--- src/rtl/wptr_full_ctrl.sv ---
// Write-domain half of an async FIFO: write pointer (binary + Gray), read-pointer
// synchroniser, and full / almost-full / level / sticky-overflow status.
module wptr_full_ctrl #(
    parameter int ADDRSIZE     = 8,
    parameter int AFULL_THRESH = (1 << ADDRSIZE) - 2
) (
    input  logic                wclk,
    input  logic                wrst,
    input  logic                winc,
    input  logic [ADDRSIZE:0]   rptr,
    output logic [ADDRSIZE-1:0] waddr,
    output logic                wclken,
    output logic [ADDRSIZE:0]   wptr,
    output logic                wfull,
    output logic                walmost_full,
    output logic [ADDRSIZE:0]   wlevel,
    output logic                wovf
);

    localparam int PW = ADDRSIZE + 1;
    localparam logic [PW-1:0] AFULL_L = PW'(AFULL_THRESH);

    function automatic logic [PW-1:0] bin2gray(input logic [PW-1:0] b);
        return (b >> 1) ^ b;
    endfunction

    // XOR-prefix from the MSB down.
    function automatic logic [PW-1:0] gray2bin(input logic [PW-1:0] g);
        logic [PW-1:0] b;
        b[PW-1] = g[PW-1];
        for (int i = PW - 2; i >= 0; i--) begin
            b[i] = b[i+1] ^ g[i];
        end
        return b;
    endfunction

    logic [PW-1:0] wbin_q, wbin_d;
    logic [PW-1:0] wptr_q, wptr_d;
    logic [PW-1:0] wq1_q, wq1_d;
    logic [PW-1:0] wq2_q, wq2_d;
    logic          wfull_q, wfull_d;
    logic          wafull_q, wafull_d;
    logic [PW-1:0] wlevel_q, wlevel_d;
    logic          wovf_q, wovf_d;

    logic          wclken_c;
    logic [PW-1:0] rbin_s;
    logic [PW-1:0] level_next;
    logic [PW-1:0] rptr_full_pat;

    always_comb begin
        wclken_c      = winc & ~wfull_q;
        wbin_d        = wbin_q + {{(PW-1){1'b0}}, wclken_c};
        wptr_d        = bin2gray(wbin_d);
        wq1_d         = rptr;
        wq2_d         = wq1_q;
        rbin_s        = gray2bin(wq2_q);
        level_next    = wbin_d - rbin_s;
        // Full when the next write pointer is exactly one lap ahead of the synced read pointer.
        rptr_full_pat = {~wq2_q[ADDRSIZE:ADDRSIZE-1], wq2_q[ADDRSIZE-2:0]};
        wfull_d       = (wptr_d == rptr_full_pat);
        wafull_d      = (level_next >= AFULL_L);
        wlevel_d      = level_next;
        wovf_d        = wovf_q | (winc & wfull_q);
    end

    always_ff @(posedge wclk or posedge wrst) begin
        if (wrst) begin
            wbin_q   <= '0;
            wptr_q   <= '0;
            wq1_q    <= '0;
            wq2_q    <= '0;
            wfull_q  <= 1'b0;
            wafull_q <= 1'b0;
            wlevel_q <= '0;
            wovf_q   <= 1'b0;
        end else begin
            wbin_q   <= wbin_d;
            wptr_q   <= wptr_d;
            wq1_q    <= wq1_d;
            wq2_q    <= wq2_d;
            wfull_q  <= wfull_d;
            wafull_q <= wafull_d;
            wlevel_q <= wlevel_d;
            wovf_q   <= wovf_d;
        end
    end

    assign waddr        = wbin_q[ADDRSIZE-1:0];
    assign wclken       = wclken_c;
    assign wptr         = wptr_q;
    assign wfull        = wfull_q;
    assign walmost_full = wafull_q;
    assign wlevel       = wlevel_q;
    assign wovf         = wovf_q;

endmodule
--- config.mk ---
export PLATFORM = sky130hd
export DESIGN_NAME = wptr_full_ctrl
export DESIGN_NICKNAME = d
export VERILOG_FILES = /design/src/rtl/wptr_full_ctrl.sv
export SDC_FILE = /design/constraint.sdc
export NUM_CORES = 1
export LEC_CHECK = 0
export CORE_MARGIN = 1.5
export CORE_UTILIZATION = 55
export DETAILED_ROUTE_END_ITERATION = 10
export PLACE_DENSITY = 0.84
export SYNTH_ARGS = -nofsm -noshare
export SYNTH_HDL_FRONTEND = slang
export SYNTH_SLANG_ARGS = --single-unit
export TNS_END_PERCENT = 50
--- constraint.sdc ---
create_clock -name wclk -period 5.9 [get_ports wclk]
set_input_delay 0.885 -clock wclk [delete_from_list [all_inputs] [get_ports wclk]]
set_output_delay 0.885 -clock wclk [all_outputs]
set_load 0.03 [all_outputs]
==> summary.md, run 1 <==
| Metric | Value |
|---|---|
| Status | complete, no violations |
| CP max FO | 3 |
| Peak Freq | 247 MHz |
| Die Footprint | 0.00428 sq mm |
| Core Area | 0.00369 sq mm |
| Max Slew Vio Count | 0 |
| GRT met1 Usage | 25.0% |
| Ranking of synthesized cells by area | dfrtp_1 (55%), xnor2_1 (7.0%), xor2_1 (6.1%), ha_1 (5.8%), o21ai_0 (1.9%) |
| Post-synth top area cell | dfrtp_1 |
| Vias | 1,431 |
| Largest net degree at the start of global routing | 48 |
| Syn avg cell area | 12.6 sq um |
| Drc violations | 0 |
| Synth warn | 0 |
| First-pass DRT Iterations | 4 |
| Met3 Use GR | 5.31% |
| CTS max path bufs | 2 |
| Placed Instances | 256 |
| Placer Congestion | 0.817 |
| Site Rows | 22 |
| Synth Net Count | 193 |
| CTS Hold Bufs | 0 |
| Unrepaired setup endpoints after global routing | no |
| Worst Path Arrival | 4.23 ns |
| Die X | 65.4 um |
| IO buf count | 41 |
| Routed len/inst | 14.9 um |
| Final WS setup | 1.86 ns |
| Initial DRC Count | 76 |
| Peak VDD IR | 0.389 mV |
| Pre-CTS setup slack | 1.67 ns |
| Via density | 5.42 |
| Antenna Violating Nets Remaining | 0 |
| Vias in the first global route | 1,470 |
| Deepest level of the CTS H-tree | 2 |
| Slew headroom | 38.9% |
| Post-route insts no fill | 264 |
| Final hold viol count | 0 |
| Critical path type | flip-flop to flip-flop |
| # IOs | 42 |
| Period minus WS final | 4.04 ns |
| Multi-input logic area | 918 sq um |
| Layout area overhead | 25.3% |
| CTS tree | built |
| Post-synthesis sequential element count | 47 |
| Req. time, crit path | 6.09 ns |
| Clock Latency Late Sink | 0.29 ns |
| Final setup fails | 0 |
| Final instance area | 0.00268 sq mm |
| Routed wire length | 3950 um |
| FILL cells | 265 |
| Worst-Margin Slew | 0.915 ns |
| Hold WC Path Type | flip-flop to flip-flop |
| Fin crit share | 68.5% |
| Die H | 65.4 um |
| Global route overflow | 0 |
| CP endpoint kind | flip-flop |
| Max-cap violations | 0 |
| Routing usage on met2 | 37.0% |
| CP Launch Type | flip-flop |
| Initial core utilization | 58.1% |
| Synth Flop Type | dfrtp_1 |
| Gr busiest metal | met2 |
| Cells after Synth | 170 |
| Setup_tns | 0 ns |
| First-pass GRT wire length | 6680 um |
| Nets | 238 |
| Share of cells above drive strength 1 | 6.48% |
| Total global-route track usage | 21.0% |
| Clock skew | 0.00441 ns |
| PD cells | 616 mW/mm^2 |
| N_diodes | 0 |
| Clock transition at path regs | 0.08 ns |
| Leakage power | 1.19 nW |
| Initial antenna violation count | 0 |
| Clock root buffer | clkbuf_8 |
| Postcts setup bufs | 0 |
| Most common cell after layout, fill and taps aside | dfrtp_1 |
| Clock Sinks | 47 |
| Num CTS Buffers | 5 |
| Post-Place Cell Area | 0.00259 sq mm |
| Yosys top cell area share | 54.9% |
| Post-synth EDFFs | 0 |
| Syn Std Cell Area | 0.00214 sq mm |
| Cell variety after synth | 35 |
| Post_cts resized | 0 |
| Reg area | 0.00118 sq mm |
| Commonest cells after routing, fill and taps aside | dfrtp_1 (47), clkdlybuf4s50_1 (41), xnor2_1 (17), xor2_1 (15) |
| Sequential area share after synthesis | 54.9% |
| Detailed placement HPWL | 2930 um |
| Async set or reset register ratio after synthesis | 100% |
==> power by group <==
part	switching [W]	internal, W
logic	0.000560	0.000408
registers	0.0000738	0.000426
clock network	0.000103	0.0000824
total	0.000737	0.000916
==> final timing paths <==
kind / start / end / slack, ns / cells after the start
setup / recovery: wq2_q[8] / walmost_full / 1.86 / 15
hold / removal: wq1_q[6] / wq2_q[6] / 0.35 / 0
setup reg to reg: wq2_q[8] / walmost_full / 1.86 / 15
hold reg to reg: wq1_q[6] / wq2_q[6] / 0.35 / 0
max in group asynchronous: wrst / wptr[3] / 4.22 / 2
min in group asynchronous: wrst / wq1_q[6] / 1.11 / 2
==> flip-flops by register name, summed over array words and instances, names as in the netlist <==
register,cells
wbin_q,9
wlevel,9
wq1_q,9
wq2_q,9
wptr,8
walmost_full,1
wfull,1
wovf,1
==> synthesized netlist by cell type, types with 2 or more instances <==
library cell and n:
a21oi_1 4, a21boi_0 2, xnor2_1 17, a22oi_1 2, nor2_1 10, o21ai_0 8
inv_1 8, o21a_1 2, nor3_1 3, nand3_1 6, nand2_1 4, buf_2 2
a211oi_1 4, nor2b_1 2, dfrtp_1 47, xor2_2 2, nand2b_1 2, ha_1 10
xor2_1 15, a21o_1 4, or3_1 2
==> worst max-delay path, stage by stage (launching register included) <==
cell and delay (ns):
dfrtp_1 0.41, xnor3_2 0.50, xor2_4 0.19, xor3_2 0.32, xor2_2 0.21, xor2_2 0.25, xnor2_1 0.16, ha_1 0.19
inv_1 0.05, fa_1 0.43, a211oi_1 0.32, o21ai_0 0.21, a21o_1 0.20, a21oi_1 0.19, xor2_1 0.11, a41o_1 0.21
==> kinds of logic after synthesis <==
group                    Yosys count  share of synthesized area, %
AO/OA/AOI/OAI                     30                          9.11
XOR/XNOR                          38                          19.2
adder cells (fa/ha/maj)           11                          6.78
buffers and inverters             11                          2.22
flip-flops                        47                          54.9
AND/OR/NAND/NOR                   33                          7.77
==> layout make-up <==
cell class,count,area share [%]
Clock inverter,3,0.746
Sequential cell,47,43.8
Tap cell,48,2.24
Clock buffer,5,2.56
Inverter,8,1.12
Timing Repair Buffer,41,15.3
Multi-Input combinational cell,112,34.2
==> routing by layer <==
metal / share of wire (%) / vias to the layer above
li1: - / 671
met1: 40 / 707
met2: 53 / 44
met3: 4.6 / 9
met4: 1.8 / 0
met5: 0 / -
==> metrics by stage <==
stage	hold WS (ns)	total power (W)	utilization [%]
after floorplan	0.331	0.00115	-
after global placement	0.332	0.00142	70.4
after detailed placement	0.337	0.00146	70.4
after CTS	0.356	0.00166	72.8
after global routing	0.359	0.00177	72.8
final	0.353	0.00165	72.8
Note: power is estimated with default switching activity, not from simulation.
==> run 2, diff against run 1 <==
Settings changed: CORE_UTILIZATION 55 to 51, PLACE_DENSITY 0.84 to 0.79.
Clock period 5.9 ns to 3.96 ns, I/O delays scaled along.
==> run 2 against run 1 <==
Combinational power grew 66%. Non-clock buffer count rose by 14. Utilization shrank 2.2 points. Register-to-register slack got worse by 1.7 ns. Via count grew 1.3%. Global-route usage decreased by 0.98 points. Critical path type unchanged. Worst hold slack barely moved. Sequential power increased by 47%. Total power up 59%. Sequential share of layout area fell by 2.4 points.
==> summary.md, run 2 (synthesis results as in run 1) <==
| Metric | Value |
|---|---|
| CP Launch Type | flip-flop |
| Setup_tns | 0 ns |
| Sequential power share | 28.0% |
| Status | complete, no violations |
| Period minus WS final | 3.83 ns |
| Die H | 67.8 um |
| Tot Pwr | 0.00263 W |
| Sw power | 0.00116 W |
| Placer Congestion | 0.916 |
| Final setup fails | 0 |
| CP endpoint kind | flip-flop |
| Antenna Violating Nets Remaining | 0 |
| Fin crit share | 96.6% |
| Peak Freq | 261 MHz |
| Vias | 1,450 |
| Clock Sinks | 47 |
| Max-cap violations | 0 |
| Clock root buffer | clkbuf_8 |
| Drc violations | 0 |
| Leakage power | 1.27 nW |
| Share of cells above drive strength 1 | 14.8% |
| Largest net degree at the start of global routing | 48 |
| Layout area overhead | 32.7% |
| Routed wire length | 4180 um |
| Deepest level of the CTS H-tree | 2 |
| Clock Power Share | 10.7% |
| Worst-Margin Slew | 0.563 ns |
| Detailed placement HPWL | 3020 um |
| Initial antenna violation count | 0 |
| Slew headroom | 62.5% |
| Pint | 0.00147 W |
| Critical path type | flip-flop to flip-flop |
| Initial core utilization | 53.2% |
| Max Slew Vio Count | 0 |
| PD cells | 925 mW/mm^2 |
| Via density | 5.18 |
| Num CTS Buffers | 5 |
| # IOs | 42 |
| CP max FO | 3 |
| Fin util | 70.6% |
| CTS max path bufs | 2 |
| First-pass DRT Iterations | 4 |
| IO buf count | 41 |
| Die X | 67.8 um |
| Hold WC Path Type | flip-flop to flip-flop |
| Nets | 252 |
| Final hold viol count | 0 |
| Initial DRC Count | 92 |
| Routed len/inst | 14.9 um |
| Req. time, crit path | 4.15 ns |
| Vias in the first global route | 1,466 |
| Peak VDD IR | 0.601 mV |
| Most common cell after layout, fill and taps aside | dfrtp_1 |
| Clock Latency Late Sink | 0.30 ns |
| CTS tree | built |
| Clock skew | 0.00318 ns |
| N_diodes | 0 |
| CTS Hold Bufs | 0 |
| Worst Path Arrival | 4.02 ns |
| Comb power frac | 61.3% |
| Commonest cells after routing, fill and taps aside | dfrtp_1 (47), clkdlybuf4s50_1 (41), xnor2_1 (16), xor2_1 (14), buf_4 (14) |
| First-pass GRT wire length | 6580 um |
| Core Area | 0.00403 sq mm |
| Clock transition at path regs | 0.09 ns |
| Die Footprint | 0.00460 sq mm |
| Total global-route track usage | 20.0% |
| Site Rows | 23 |
| Global route overflow | 0 |
| Switching Share | 44.0% |
[run 2: metal layers]
metal | global-route usage (%) | vias to the layer above | wire, um
met3 | 5.92 | 8 | 241
met2 | 34.3 | 48 | 2200
li1 | - | 689 | -
met4 | 9.00 | 0 | 63
met1 | 23.3 | 705 | 1680
met5 | 0 | - | 0
[run 2: worst max-delay path: stages (launching register included)]
cell and delay (ns):
dfrtp_1 0.37, xnor3_2 0.48, xor2_4 0.19, xor3_2 0.45, xor2_4 0.18, xor2_2 0.22, xnor2_2 0.14, ha_2 0.20
inv_1 0.06, fa_2 0.40, a211oi_4 0.26, o21ai_2 0.10, a21o_1 0.18, a21oi_2 0.17, xor2_2 0.09, a41o_1 0.22
[run 2: timing repair]
item / CTS / global route
pin swaps: 1 / 8
gates resized for setup: 1 / 10
setup endpoints to repair: 1 / 2
gates cloned: 0 / 0
buffers inserted: 1 / 8
[run 2: metrics by stage]
step	hold slack [ns]	worst slack, ns	std cells	cell area (sq um)
final	0.353	0.133	280	2840
after global routing	0.367	-0.0459	280	2840
after CTS	0.353	0.0307	272	2740
after detailed placement	0.335	-0.0812	263	2640
after global placement	0.332	0.151	263	2640
after floorplan	0.331	0.309	170	2140
[run 2: path summary, 6_finish.rpt]
kind	to	startpoint	depth (start not counted)	slack (ns)
max	walmost_full	wq2_q[6]	15	0.13
min	wq2_q[5]	wq1_q[5]	0	0.35
max reg2reg	walmost_full	wq2_q[6]	15	0.13
min reg2reg	wq2_q[5]	wq1_q[5]	0	0.35
max in group asynchronous	wq2_q[2]	wrst	3	2.84
min in group asynchronous	wlevel[5]	wrst	3	0.75
[run 2: power by group through the flow]
stage	Combinational, W	Clock, W	Sequential (W)
CTS	0.00149	0.000292	0.000740
finish	0.00161	0.000282	0.000737
global route	0.00175	0.000312	0.000759
floorplan	0.000737	0	0.000983
detailed placement	0.00146	0	0.000747
global placement	0.00141	0	0.000740
[run 2: area by class of cell]
type | instances | area (sq um)
fill | 282 | 1190
sequential | 47 | 1180
multi-input combinational | 112 | 970
timing repair buffer | 55 | 515
clock buffer | 5 | 68.8
tap | 50 | 62.6
inverter | 8 | 30.0
clock inverter | 3 | 20.0
